[config.mk]
export PLATFORM = sky130hd
export DESIGN_NAME = solution_serializer
export DESIGN_NICKNAME = d
export VERILOG_FILES = /design/src/rtl/nonogram_pkg.sv /design/src/rtl/solution_serializer.sv
export SDC_FILE = /design/constraint.sdc
export NUM_CORES = 1
export LEC_CHECK = 0
export CELL_PAD_IN_SITES_DETAIL_PLACEMENT = 1
export CELL_PAD_IN_SITES_GLOBAL_PLACEMENT = 1
export CORE_UTILIZATION = 41
export DETAILED_ROUTE_END_ITERATION = 12
export PLACE_DENSITY_LB_ADDON = 0.2
export SETUP_SLACK_MARGIN = 0.02
export SYNTH_ARGS = -nofsm -noshare
export SYNTH_HDL_FRONTEND = slang
export SYNTH_SLANG_ARGS = --single-unit
export TNS_END_PERCENT = 20
[constraint.sdc]
create_clock -name clk -period 4.4 [get_ports clk]
set_input_delay 0.88 -clock clk [delete_from_list [all_inputs] [get_ports clk]]
set_output_delay 0.88 -clock clk [all_outputs]
set_load 0.005 [all_outputs]
[src/rtl/nonogram_pkg.sv]
// Constants and types shared by the nonogram parser, solver and serializer.
package nonogram_pkg;

    localparam int unsigned MAX_DIM = 11;
    localparam int unsigned DIM_W   = $clog2(MAX_DIM + 1);
    localparam int unsigned HDR_LEN = 2;
    localparam int unsigned TRL_LEN = 1;

    typedef enum logic [1:0] {
        StIdle,
        StSend,
        StWait,
        StFinish
    } ser_state_e;

endpackage

[src/rtl/solution_serializer.sv]
// Snapshots a solved board on start and streams it to uart_tx as a framed packet:
// n, m, packed rows (LSB = lowest column), then an XOR checksum of all preceding bytes.
module solution_serializer #(
    parameter int unsigned MAX_DIM = nonogram_pkg::MAX_DIM,
    parameter int unsigned DIM_W   = $clog2(MAX_DIM + 1)
) (
    input  logic                       clk,
    input  logic                       rst_n,
    input  logic                       start,
    input  logic [MAX_DIM*MAX_DIM-1:0] board,
    input  logic [DIM_W-1:0]           n,
    input  logic [DIM_W-1:0]           m,
    input  logic                       tx_done,
    output logic                       tx_valid,
    output logic [7:0]                 tx_byte,
    output logic                       busy,
    output logic                       done,
    output logic                       err
);
    import nonogram_pkg::*;

    localparam int unsigned BPR_MAX = (MAX_DIM + 7) / 8;
    localparam int unsigned IDX_W   = $clog2(HDR_LEN + TRL_LEN + MAX_DIM * BPR_MAX);
    localparam int unsigned ROW_W   = DIM_W + 1;
    localparam int unsigned COL_W   = $clog2(BPR_MAX + 1);
    // Eight spare zero bits let the last row's upper byte be part-selected without overrun.
    localparam int unsigned BRD_W   = MAX_DIM * MAX_DIM + 8;
    localparam int unsigned OFF_W   = $clog2(BRD_W);

    ser_state_e       state_q, state_d;
    logic [BRD_W-1:0] board_q, board_d;
    logic [DIM_W-1:0] n_q, n_d, m_q, m_d;
    logic [COL_W-1:0] bpr_q, bpr_d, col_q, col_d;
    logic [ROW_W-1:0] row_q, row_d;
    logic [IDX_W-1:0] idx_q, idx_d, last_q, last_d;
    logic [7:0]       csum_q, csum_d, tx_byte_q, tx_byte_d;
    logic             tx_valid_q, tx_valid_d, busy_q, busy_d;
    logic             done_q, done_d, err_q, err_d;
    logic [7:0]       cur_byte, col_mask;
    logic [OFF_W-1:0] row_off;
    logic             dims_ok, is_row;

    assign dims_ok = (n != '0) && (32'(n) <= MAX_DIM) && (m != '0) && (32'(m) <= MAX_DIM);
    assign is_row  = (idx_q >= IDX_W'(HDR_LEN)) && (idx_q != last_q);

    always_comb begin
        row_off = OFF_W'(row_q) * OFF_W'(MAX_DIM) + OFF_W'({col_q, 3'b000});
        for (int i = 0; i < 8; i++) begin
            col_mask[i] = ((32'(col_q) << 3) + 32'(i)) < 32'(m_q);
        end
        if (idx_q == '0) begin
            cur_byte = 8'(n_q);
        end else if (idx_q == IDX_W'(1)) begin
            cur_byte = 8'(m_q);
        end else if (idx_q == last_q) begin
            cur_byte = csum_q;
        end else begin
            cur_byte = board_q[row_off +: 8] & col_mask;
        end
    end

    always_comb begin
        state_d    = state_q;
        board_d    = board_q;
        n_d        = n_q;
        m_d        = m_q;
        bpr_d      = bpr_q;
        last_d     = last_q;
        idx_d      = idx_q;
        row_d      = row_q;
        col_d      = col_q;
        csum_d     = csum_q;
        tx_valid_d = 1'b0;
        tx_byte_d  = tx_byte_q;
        busy_d     = busy_q;
        done_d     = 1'b0;
        err_d      = 1'b0;
        unique case (state_q)
            StIdle: begin
                if (start) begin
                    if (dims_ok) begin
                        board_d = {8'h00, board};
                        n_d     = n;
                        m_d     = m;
                        bpr_d   = COL_W'((32'(m) + 32'd7) >> 3);
                        last_d  = IDX_W'(HDR_LEN + 32'(n) * ((32'(m) + 32'd7) >> 3) + TRL_LEN - 1);
                        idx_d   = '0;
                        row_d   = '0;
                        col_d   = '0;
                        csum_d  = '0;
                        state_d = StSend;
                    end else begin
                        err_d = 1'b1;
                    end
                end
            end
            StSend: begin
                tx_valid_d = 1'b1;
                tx_byte_d  = cur_byte;
                busy_d     = 1'b1;
                if (idx_q != last_q) begin
                    csum_d = csum_q ^ cur_byte;
                end
                state_d = StWait;
            end
            StWait: begin
                if (tx_done) begin
                    if (idx_q == last_q) begin
                        state_d = StFinish;
                    end else begin
                        idx_d = idx_q + IDX_W'(1);
                        if (is_row) begin
                            if (col_q == bpr_q - COL_W'(1)) begin
                                col_d = '0;
                                row_d = row_q + ROW_W'(1);
                            end else begin
                                col_d = col_q + COL_W'(1);
                            end
                        end
                        state_d = StSend;
                    end
                end
            end
            StFinish: begin
                done_d  = 1'b1;
                busy_d  = 1'b0;
                state_d = StIdle;
            end
            default: state_d = StIdle;
        endcase
    end

    always_ff @(posedge clk or negedge rst_n) begin
        if (!rst_n) begin
            state_q    <= StIdle;
            board_q    <= '0;
            n_q        <= '0;
            m_q        <= '0;
            bpr_q      <= '0;
            last_q     <= '0;
            idx_q      <= '0;
            row_q      <= '0;
            col_q      <= '0;
            csum_q     <= '0;
            tx_valid_q <= 1'b0;
            tx_byte_q  <= '0;
            busy_q     <= 1'b0;
            done_q     <= 1'b0;
            err_q      <= 1'b0;
        end else begin
            state_q    <= state_d;
            board_q    <= board_d;
            n_q        <= n_d;
            m_q        <= m_d;
            bpr_q      <= bpr_d;
            last_q     <= last_d;
            idx_q      <= idx_d;
            row_q      <= row_d;
            col_q      <= col_d;
            csum_q     <= csum_d;
            tx_valid_q <= tx_valid_d;
            tx_byte_q  <= tx_byte_d;
            busy_q     <= busy_d;
            done_q     <= done_d;
            err_q      <= err_d;
        end
    end

    assign tx_valid = tx_valid_q;
    assign tx_byte  = tx_byte_q;
    assign busy     = busy_q;
    assign done     = done_q;
    assign err      = err_q;

endmodule

# Word level (Yosys, flattened, before mapping)
# Index checks and enable logic that the tools add are counted.
[totals] ff_bits=170 elab_cells=113 in_bits=133
[op_classes] mul=2 shifts=1 eq_ne=14 n_addsub=16 n_mux=35 n_lt_le_gt_ge=11 bitwise_logic=2 n_reduce_logical=17
[ops] operator="129-bit by 9-bit indexed part select with 8-bit output" n=1
[ops] operator="8-bit two-way mux" n=6
[ops] operator="6-bit by 4-bit < comparator with 1-bit output" n=7
[ops] operator="5-bit two-way mux" n=8
[ops] operator="5-bit by 3-bit adder with 6-bit output, second input constant" n=4
[ops] operator="2-bit two-way mux" n=10
[ops] operator="5-bit one-hot mux with 2 select lines" n=2
[ops] operator="8-bit one-hot mux with 2 select lines" n=1
[ops] operator="5-bit by 1-bit adder with 5-bit output, second input constant" n=3
[ops] operator="2-bit inequality test, second input constant" n=7
[ops] operator="5-bit by 2-bit adder with 6-bit output, second input constant" n=2
[ops] operator="8-bit by 5-bit adder with 8-bit output" n=1
[ops] operator="8-bit AND" n=1
[ops] operator="4-bit less-or-equal comparator, second input constant" n=2
[ops] operator="5-bit by 4-bit multiplier with 8-bit output, second input constant" n=1
[ops] operator="2-bit one-hot mux with 4 select lines" n=1
[ops] operator="4-bit nonzero test" n=2
[ops] operator="8-bit bitwise XOR" n=1
[ops] operator="7-bit AND reduction" n=1
[ops] operator="5-bit by 1-bit adder with 6-bit output, second input constant" n=1
[ops] operator="3-bit AND reduction" n=2
[ops] operator="6-bit AND reduction" n=1
[ops] operator="2-bit nonzero test" n=3
[ops] operator="2-bit by 5-bit adder with 5-bit output, first input constant" n=1
[ops] operator="other kinds (21)" n=29

# Logic depth before layout (Yosys ltp)
[depth] ltp_word=10 mapped_depth=15 ltp_nobuf=13

# Worst setup path after synthesis
# No wires, ideal clock.
[synth_timing] path_kind="reg-to-reg" from="register row_q[3]" to="register csum_q[7]" path_buffers=1 required_ns=4.271 setup_ns=0.129 arrival_time_ns=4.027 stages_incl_launch_ff=14 path_slack_ns=0.243 path_cell_list="dfrtp_1 > ha_1 > fa_1 > fa_1 > inv_1 > fa_1 > xnor2_1 > clkbuf_1 > nand2_1 > o32ai_1 > o32ai_1 > o41a_2 > o211ai_1 > o31ai_1"
[synth_via] elab_chain_cells=10
[synth_lines] element="start: declaration" line_no="solution_serializer.sv:34" text="logic [ROW_W-1:0] row_q, row_d;"
[synth_lines] element="start signal: assignment" line_no="solution_serializer.sv:158" text="row_q <= row_d;"
[synth_lines] element="5-bit by 4-bit multiplier with 8-bit output" line_no="solution_serializer.sv:47" text="row_off = OFF_W'(row_q) * OFF_W'(MAX_DIM) + OFF_W'({col_q, 3'b000});"
[synth_lines] element="8-bit by 5-bit adder with 8-bit output" line_no="solution_serializer.sv:47"
[synth_lines] element="129-bit by 9-bit indexed part select with 8-bit output" line_no="solution_serializer.sv:58" text="cur_byte = board_q[row_off +: 8] & col_mask;"
[synth_lines] element="8-bit AND" line_no="solution_serializer.sv:58"
[synth_lines] element="8-bit two-way mux" line_no="solution_serializer.sv:55" text="end else if (idx_q == last_q) begin"
[synth_lines] element="8-bit two-way mux" line_no="solution_serializer.sv:53" text="end else if (idx_q == IDX_W'(1)) begin"
[synth_lines] element="8-bit two-way mux" line_no="solution_serializer.sv:51" text="if (idx_q == '0) begin"
[synth_lines] element="8-bit bitwise XOR" line_no="solution_serializer.sv:102" text="csum_d = csum_q ^ cur_byte;"
[synth_lines] element="8-bit two-way mux" line_no="solution_serializer.sv:101" text="if (idx_q != last_q) begin"
[synth_lines] element="8-bit one-hot mux with 2 select lines" line_no="solution_serializer.sv:78" text="unique case (state_q)"
[synth_lines] element="end signal: assignment" line_no="solution_serializer.sv:160" text="csum_q <= csum_d;"
[synth_lines] element="end: declaration" line_no="solution_serializer.sv:36" text="logic [7:0] csum_q, csum_d, tx_byte_q, tx_byte_d;"
# Every way passes these cells. The select of a mux whose other input is x is not followed.
# A chain may end at the register's enable or synchronous reset.

# Worst setup path in the final report
[layout_timing] from="register row_q[1]" to="register csum_q[6]"
# The elaborated chain is that of the path after synthesis.

==> summary.txt <==
Clock tree
  – Clock root buffer: clkbuf_16
  – CTS tree: built
  – Clk slew on worst S/H paths: 0.07 ns
  – H-Tree Depth: 4
  – # clock sinks: 170
  – Hold buffer count at cts: 0
  – Latest clock arrival within the worst-skew pair: 0.45 ns
  – CTS Buf Count: 17
  – Max Root-Sink Buffers: 2

Power and ir drop
  – Total power: 0.0147 W
  – Net Sw Frac: 0.461
  – Worst IR Drop VDD: 456 uV
  – Clk pwr share: 0.112
  – Net Sw Power: 0.00678 W
  – Logic pwr share: 0.659
  – Pwr per Cell Area: 928 nW/um^2
  – Int Power: 0.00792 W
  – Seq pwr share: 0.228
  – Static Leak: 6.73 nW

Logic synthesis
  – Top cells by area, synth: dfrtp_1 33%, mux4_2 26%, nand2_1 14%
  – Async SR Flop Fraction: 1.00
  – Avg Inst Size Synth: 10.1 sq um
  – Multiplexer share of the synthesized area: 0.307
  – Post-synthesis compound-gate area fraction: 0.0854
  – Post-synth EDFFs: 0
  – Syn nets: 1,457
  – Commonest cells post-synth: 472 x nand2_1, 170 x dfrtp_1, 151 x mux4_2
  – Post-Synth Simple-Gate Area: 0.192
  – Yosys top cell area share: 0.326
  – Main combinational cell family by area after synthesis: multiplexers
  – Adder-cell share of the synthesized area: 0.0316
  – Yosys Warn Count: 0
  – Synthesized flop and latch total: 170
  – Synth Flop Type: dfrtp_1
  – Post-Synth XOR/XNOR Area: 0.0148
  – Most common cell in the synthesized netlist: nand2_1
  – Cell area after synthesis: 13,100 sq um
  – Gate Count Post-Synth: 1,294
  – Synth cell types: 74
  – Area leader, netlist: dfrtp_1
  – Register area share after synthesis: 0.326

Worst hold path
  – Hold WC Path Type: in -> async

Die
  – Starting density of the core: 0.421
  – Core Area: 31,000 sq um
  – Io pins: 145
  – Die ar.: 32,600 sq um
  – Std-Cell Rows: 64
  – Die X-Extent: 180 microns
  – Chip height: 180 microns

Setup path
  – Arrival time worst endpoint: 4.64 ns
  – Critical path data required time: 4.78 ns
  – Critical path fanouts, max: 13
  – Startpoint Class: register
  – Kind of critical path: reg -> reg
  – CP endpoint kind: register

Timing
  – Fmax achieved: 234 MHz
  – Final Hold Vio Count: 0
  – Unrepaired setup endpoints after global routing: yes
  – Fin crit share: 0.970
  – Max_slew headroom: 0.313
  – Final hold slack: 0.424 ns
  – Final setup viols: 0
  – Tmin final: 4.27 ns
  – Clock Skew: 0.0103 ns
  – Max Transition Viols Final: 0
  – Slew @ Worst Pin: 1.03 ns

Global routing
  – Vias in the first global route: 11,700
  – GRT Residual Overflow: 0
  – GRT Total Usage: 0.262
  – First-pass GRT wire length: 66.9 mm
  – Largest net degree at the start of global routing: 135
  – Initial antenna violation count: 0

Layout
  – Area delta synth->final: 21.3%
  – Diode count: 0
  – # nets final: 1,590
  – Fin area: 15,800 sq um
  – Post-Route Utilization: 0.511
  – Post-Layout Cell Count: 1,836
  – Layout cells sized above 1: 0.194

Route
  – DR WL/cell: 22.3 microns
  – Via count: 11,200
  – Final WL: 41.0 mm
  – 1st-iter DRT viols: 860
  – TritonRoute pass-1 iters: 5
  – # DRC: 0
  – Routed Antenna Nets: 0
  – Post-DR vias/cell: 6.07

Place
  – Placed cell count: 1,798
  – Port bufs: 144
  – Hpwl dp: 30.1 mm
  – DP Area: 15,100 sq um
  – Placer Congestion: 0.955

Job
  – Number of max-cap violations: 0

Run status
  – Outcome: finished, final reports clean
placed cells by master, fill, tap and decap left out, types with 12 or more instances in the layout:
master | synthesis | final
ha_1 | 25 | 23
buf_4 | 7 | 59
mux4_2 | 151 | 151
nand2_1 | 472 | 471
and2_1 | 14 | 13
a31oi_1 | 13 | 12
a21oi_1 | 21 | 21
nor3_1 | 15 | 14
clkbuf_16 | 0 | 17
nor2_1 | 33 | 32
clkdlybuf4s50_1 | 0 | 143
dfrtp_1 | 170 | 169
mux2i_1 | 30 | 30
inv_1 | 16 | 15
a22oi_1 | 24 | 24
nand3_1 | 23 | 23
o21ai_0 | 24 | 24
timing repair:
| action | 4_1_cts | 5_1_grt |
|---|---|---|
| endpoints found under the setup margin | 2 | 15 |
| setup buffers | 0 | 6 |
| gates resized for setup | 1 | 13 |
| pin swaps | 0 | 1 |
worst max-delay path, cell delays in order (launching register included):
cell and delay [ns]:
dfrtp_1 0.38, ha_1 0.32, fa_1 0.51, fa_1 0.57, inv_1 0.07, fa_2 0.65
buf_4 0.22, nand2_1 0.18, a21oi_1 0.19, a2111oi_1 0.10, a221o_1 0.42, or4_1 0.41
a31oi_1 0.16
metrics by stage:
| stage | worst slack (ns) | TNS (ns) |
|---|---|---|
| 4_1_cts | 0.0156 | 0 |
| 3_3_place_gp | 0.125 | 0 |
| 5_1_grt | -0.0399 | -0.0633 |
| 3_5_place_dp | -0.0168 | -0.0168 |
| 2_1_floorplan | 0.243 | 0 |
| 6_report | 0.132 | 0 |
worst paths after layout:
check	startpoint	slack [ns]	depth (start not counted)	end
setup / recovery	row_q[1]$_DFFE_PN0P_	0.13	12	csum_q[6]$_DFFE_PN0P_
hold / removal	rst_n	0.42	1	last_q[3]$_DFFE_PN0P_
setup reg to reg	row_q[1]$_DFFE_PN0P_	0.13	12	csum_q[6]$_DFFE_PN0P_
hold reg to reg	busy$_DFFE_PN0P_	0.48	1	busy$_DFFE_PN0P_
max in group asynchronous	rst_n	3.01	2	board_q[79]$_DFFE_PN0P_
min in group clk	busy$_DFFE_PN0P_	0.48	1	busy$_DFFE_PN0P_
power groups by stage:
stage / Sequential (W) / Clock [W] / Combinational, W
finish: 0.00336 / 0.00165 / 0.00969
global route: 0.00350 / 0.00174 / 0.0103
CTS: 0.00335 / 0.00169 / 0.00945
detailed placement: 0.00335 / 0 / 0.00935
global placement: 0.00325 / 0 / 0.00914
floorplan: 0.00291 / 0 / 0.00662
layer usage:
layer,share of wire,GRT usage,wire length (microns),up-vias
met5,0,0,0,-
met4,0.021,0.0745,858,0
met3,0.044,0.0382,1790,48
met2,0.50,0.439,20500,342
met1,0.44,0.354,17900,5735
li1,-,-,-,5025
cell type report:
| class | instances | area [sq um] |
|---|---|---|
| Timing Repair Buffer | 212 | 2060 |
| Tap cell | 396 | 495 |
| Multi-Input combinational cell | 1008 | 8320 |
| Sequential cell | 170 | 4260 |
| Inverter | 18 | 71.3 |
| Clock inverter | 13 | 179 |
| Clock buffer | 19 | 453 |
| Fill cell | 3448 | 15200 |
state kept, by name (all words and copies together), names as in the netlist, 4 cells and up:
signal   count
board_q    121
last_q       5
row_q        5
n_q          4
tx_byte      8
idx_q        5
csum_q       8
m_q          4
logic make-up after synthesis:
| family | after synthesis |
|---|---|
| compound gates | 155 |
| xor+xnor | 22 |
| fa+ha+maj | 30 |
| buf+inv | 116 |
| flops | 170 |
| mux | 194 |
| simple gates | 607 |
Note: power is estimated with default switching activity, not from simulation.
